==> src/rtl/lu_serial_driver.sv <==
// Bit-serial initiator for the 1-bit AND/NAND/OR/NOR logic unit: one operand bit per
// SETTLE+1 cycle window, result word returned on a valid/ready port.
module lu_serial_driver #(
  parameter int WIDTH  = 8,
  parameter int SETTLE = 1
) (
  input  logic             clk,
  input  logic             reset_n,
  input  logic             req_valid,
  output logic             req_ready,
  input  logic [WIDTH-1:0] req_a,
  input  logic [WIDTH-1:0] req_b,
  input  logic [1:0]       req_op,
  output logic             lu_a,
  output logic             lu_b,
  output logic             lu_sel_t,
  output logic             lu_sel_an,
  output logic             lu_sel_on,
  input  logic             lu_sf,
  output logic             rsp_valid,
  input  logic             rsp_ready,
  output logic [WIDTH-1:0] rsp_data,
  output logic             busy
);
  localparam int IW = (WIDTH > 1) ? $clog2(WIDTH) : 1;
  localparam int SW = (SETTLE > 0) ? $clog2(SETTLE + 1) : 1;
  localparam logic [IW-1:0] LAST_IDX    = IW'(WIDTH - 1);
  localparam logic [SW-1:0] LAST_SETTLE = SW'(SETTLE);

  typedef enum logic [1:0] {S_IDLE, S_DRIVE, S_RESP} state_t;

  state_t           r_state;
  logic [WIDTH-1:0] r_a;       // operand bits not yet presented, LSB next
  logic [WIDTH-1:0] r_b;
  logic [IW-1:0]    r_idx;
  logic [SW-1:0]    r_settle;
  logic             w_accept;

  assign req_ready = reset_n && (r_state == S_IDLE);
  assign w_accept  = req_valid && req_ready;

  always_ff @(posedge clk) begin
    if (!reset_n) begin
      r_state   <= S_IDLE;
      r_a       <= '0;
      r_b       <= '0;
      r_idx     <= '0;
      r_settle  <= '0;
      lu_a      <= 1'b0;
      lu_b      <= 1'b0;
      lu_sel_t  <= 1'b0;
      lu_sel_an <= 1'b0;
      lu_sel_on <= 1'b0;
      rsp_valid <= 1'b0;
      rsp_data  <= '0;
      busy      <= 1'b0;
    end else begin
      case (r_state)
        S_IDLE: begin
          if (w_accept) begin
            lu_a      <= req_a[0];
            lu_b      <= req_b[0];
            r_a       <= req_a >> 1;
            r_b       <= req_b >> 1;
            lu_sel_t  <= req_op[1];
            lu_sel_an <= req_op[0];
            lu_sel_on <= req_op[0];
            r_idx     <= '0;
            r_settle  <= '0;
            busy      <= 1'b1;
            r_state   <= S_DRIVE;
          end
        end
        S_DRIVE: begin
          if (r_settle == LAST_SETTLE) begin
            // Last cycle of the window: the LU output has settled on the held bit.
            rsp_data[r_idx] <= lu_sf;
            r_settle        <= '0;
            if (r_idx == LAST_IDX) begin
              rsp_valid <= 1'b1;
              r_state   <= S_RESP;
            end else begin
              r_idx <= r_idx + IW'(1);
              lu_a  <= r_a[0];
              lu_b  <= r_b[0];
              r_a   <= r_a >> 1;
              r_b   <= r_b >> 1;
            end
          end else begin
            r_settle <= r_settle + SW'(1);
          end
        end
        S_RESP: begin
          if (rsp_ready) begin
            rsp_valid <= 1'b0;
            busy      <= 1'b0;
            r_state   <= S_IDLE;
          end
        end
        default: begin
          rsp_valid <= 1'b0;
          busy      <= 1'b0;
          r_state   <= S_IDLE;
        end
      endcase
    end
  end
endmodule

==> config.mk <==
export PLATFORM = sky130hd
export DESIGN_NAME = lu_serial_driver
export DESIGN_NICKNAME = d
export VERILOG_FILES = /design/src/rtl/lu_serial_driver.sv
export SDC_FILE = /design/constraint.sdc
export NUM_CORES = 1
export LEC_CHECK = 0
export BUFFER_PORTS_ARGS = -buffer_cell sky130_fd_sc_hd__buf_2
export CAP_MARGIN = 20
export CORE_MARGIN = 2
export CORE_UTILIZATION = 53
export CTS_BUF_LIST = sky130_fd_sc_hd__clkbuf_16
export DETAILED_ROUTE_END_ITERATION = 8
export PLACE_DENSITY = 0.79
export SYNTH_ARGS = -nofsm -noshare
export SYNTH_HDL_FRONTEND = slang
export SYNTH_SLANG_ARGS = --single-unit
==> constraint.sdc <==
create_clock -name clk -period 1.8 [get_ports clk]
set_input_delay 0.09 -clock clk [delete_from_list [all_inputs] [get_ports clk]]
set_output_delay 0.09 -clock clk [all_outputs]
set_load 0.01 [all_outputs]
==> impl_metrics.yaml <==
timing:
  slew-limit-headroom_pct: 59.4
  maxSlewViolCount: 0
  holdWs_ns: 0.0849
  setup_viol: 0
  fmax_mhz: 604
  fin_skew_ns: 0.00247
  fin_crit_ns: 1.65
  tns_ns: 0
  min_period_over_period_pct: 91.9
  rsz0062_at_grt: "false"
  worst_pin_slew_ns: 0.608
  finalHoldViolations: 0
place:
  place.port_buffers: 38
  dp_hpwl_um: 2380
  place_congestion: 0.761
  place_inst: 251
power_and_ir_drop:
  total_power_mw: 1.81
  p_per_area_nw_per_um2: 879
  p_leak_nw: 0.951
  vdd_drop_max_uv: 638
worst_setup_path:
  path_max_fanout: 11
  endpoint_kind: "flip-flop"
  r2r_end: "lu_sel_t"
  arrival_ns: 1.82
  start_kind: "flip-flop"
  rr_worst_depth: 5
  critPathKind: "reg -> reg"
  critPathRequiredTime_ns: 1.96
  timing.rr.start: "r_state[1]"
  critPathCapture: "lu_sel_t"
  reg2reg_slack_ns: 0.15
  startpoint: "r_state[1]"
yosys:
  synth_xor_area_share_pct: 0
  yosys-mux-area-fraction_pct: 12.5
  syn_avg_cell_area_um2: 9.49
  netlist_area_um2: 1680
  synth_seq_area_share_pct: 40.5
  synthCells: 177
  synth-async-reset-ratio_pct: 0
  ys.flop_type: "dfxtp_1"
  synth_adder_area_share_pct: 1.49
  synth_top_family_by_area: "simple AND/OR/NAND/NOR gates"
  ys_warn_count: 0
  synth-seq-cells: 34
  yosys.cell_types.count: 33
  syn_nets: 202
  synth_edf_count: 0
  synth_compound_area_share_pct: 17.1
  synthSimpleGateAreaFrac_pct: 22.8
cts:
  cts_buffers: 5
  clk_path_buf_depth: 2
  cts_tree: "done"
  cts_sinks: 34
  root_buffer: "clkbuf_16"
  clkTransAtPathRegs_ns: 0.05
  clk_latency_ns: 0.27
  ctsHtreeMaxLevel: 2
  cts_resized: 0
routing:
  ant_nets: 0
  dr.pass1.iters: 5
  drt-wirelength-per-cell_um: 13.6
  post-route-drc-count: 0
  drtIter0Drc: 116
  via_per_inst: 5.39
  wirelength_um: 3560
  vias: 1408
floorplan:
  ios: 39
  fp.dieH_um: 60.3
  die-area_um2: 3630
  start_util_pct: 55.5
  fp.dieW_um: 60.3
  core_area_um2: 3030
  rows: 20
global_routing:
  grt_pass1_wl_um: 5820
  grt_start_max_net_pins: 53
  overflow: 0
  grt_pass1_vias: 1323
  track_usage_pct: 21.3
  antenna_found_initial: 0
cells_and_area:
  finalNonFillerCells: 261
  layout-drive-gt1-share_pct: 26.7
  final_core_utilization_pct: 68.1
  nets: 241
  diodes: 0
  syn_to_final_growth_pct: 22.9
worst_hold_path:
  hold_depth: 3
  hold_path.class: "in -> reg"
run:
  drv_cap: 0
status:
  status: "finished, final reports clean"
==> worst max-delay path: stages, from the launching register on <==
cell and delay [ns]:
dfxtp_1 0.37, buf_4 0.20, nor3b_1 0.51, buf_4 0.23, mux2i_1 0.18, nor2b_1 0.06
==> repair_timing <==
action	in CTS	in global routing
endpoints found under the setup margin	2	13
setup buffers	0	2
cloned	0	0
hold buffers	0	0
pin swaps	1	1
==> area by class of cell <==
class | instances | area [um^2]
clock buffers | 5 | 125
clock inverters | 3 | 12.5
fillers | 243 | 965
multi-input cells | 126 | 905
flip-flops and latches | 34 | 681
well taps | 44 | 55.1
repair buffers | 49 | 285
==> per-layer routing <==
metal	wire length (um)	vias to the layer above	GRT usage (%)	share of wire, %
met3	194	2	3.90	5.4
met1	1640	651	27.7	46
met2	1710	43	36.5	48
met5	0	-	0	0
met4	18	0	4.76	0.51
li1	-	712	-	-
==> cell usage after synthesis (3+ instances only) <==
cell      count  area, um^2
a31o_1        3        26.3
mux2i_1      21         210
clkbuf_1      7        26.3
nor2b_1       6        37.5
dfxtp_1      34         681
buf_2         6        30.0
nand2_1      24        90.1
o211ai_1     16         120
nand2b_1     19         119
nor4_1        3        18.8
nor2_1        4        15.0
==> through the flow <==
step,cell area [um^2],worst slack [ns]
after floorplan,1680,0.270
after global placement,1900,0.187
after detailed placement,1900,0.0416
after CTS,2040,0.00164
after global routing,2060,0.0639
final,2060,0.146
==> sequential cells by signal, summed over array words and instances, names as in the netlist <==
| register | count |
|---|---|
| busy | 1 |
| rsp_data | 8 |
| r_state | 2 |
| lu_a | 1 |
| r_a | 7 |
| lu_b | 1 |
| r_settle | 1 |
| lu_sel_t | 1 |
| lu_sel_on | 1 |
| r_idx | 3 |
| rsp_valid | 1 |
| r_b | 7 |
==> power breakdown <==
group,internal (mW),switching (mW)
Clock,0.499,0.285
Combinational,0.106,0.112
Sequential,0.787,0.0256
Total,1.39,0.422
==> cells by family after synthesis <==
group | Yosys count
flops | 34
simple gates | 67
buf+inv | 17
mux | 21
compound gates | 36
fa+ha+maj | 2
==> layout by cell type (no fill, tap or decap), drive strengths merged <==
cell type	Yosys	layout
o211ai	16	16
o21a	1	1
a311oi	1	1
a31oi	3	3
clkbuf	7	5
nor4bb	1	1
inv	0	1
o311ai	2	2
nand4	1	1
nor4	3	3
nand3	1	1
clkinv	0	2
a21oi	2	2
nor3	2	2
mux2i	21	21
nor2b	6	6
a31o	3	3
buf	10	49
nand2b	19	19
nand3b	1	1
nor3b	2	2
and3	2	2
o41ai	2	2
nor2	4	4
ha	2	2
a21boi	1	1
o31ai	1	1
nand4b	1	1
dfxtp	34	34
nand2	24	24
a32o	2	2
o21ai	2	2
==> worst min path at each step <==
stage                     startpoint        end
after floorplan            req_op[0]  lu_sel_on
after global placement     req_op[1]   lu_sel_t
after detailed placement   req_op[0]  lu_sel_on
after CTS                  req_op[1]   lu_sel_t
after global routing       req_op[1]   lu_sel_t
final                      req_op[1]   lu_sel_t
No activity file was read; power rests on OpenSTA's default activity.
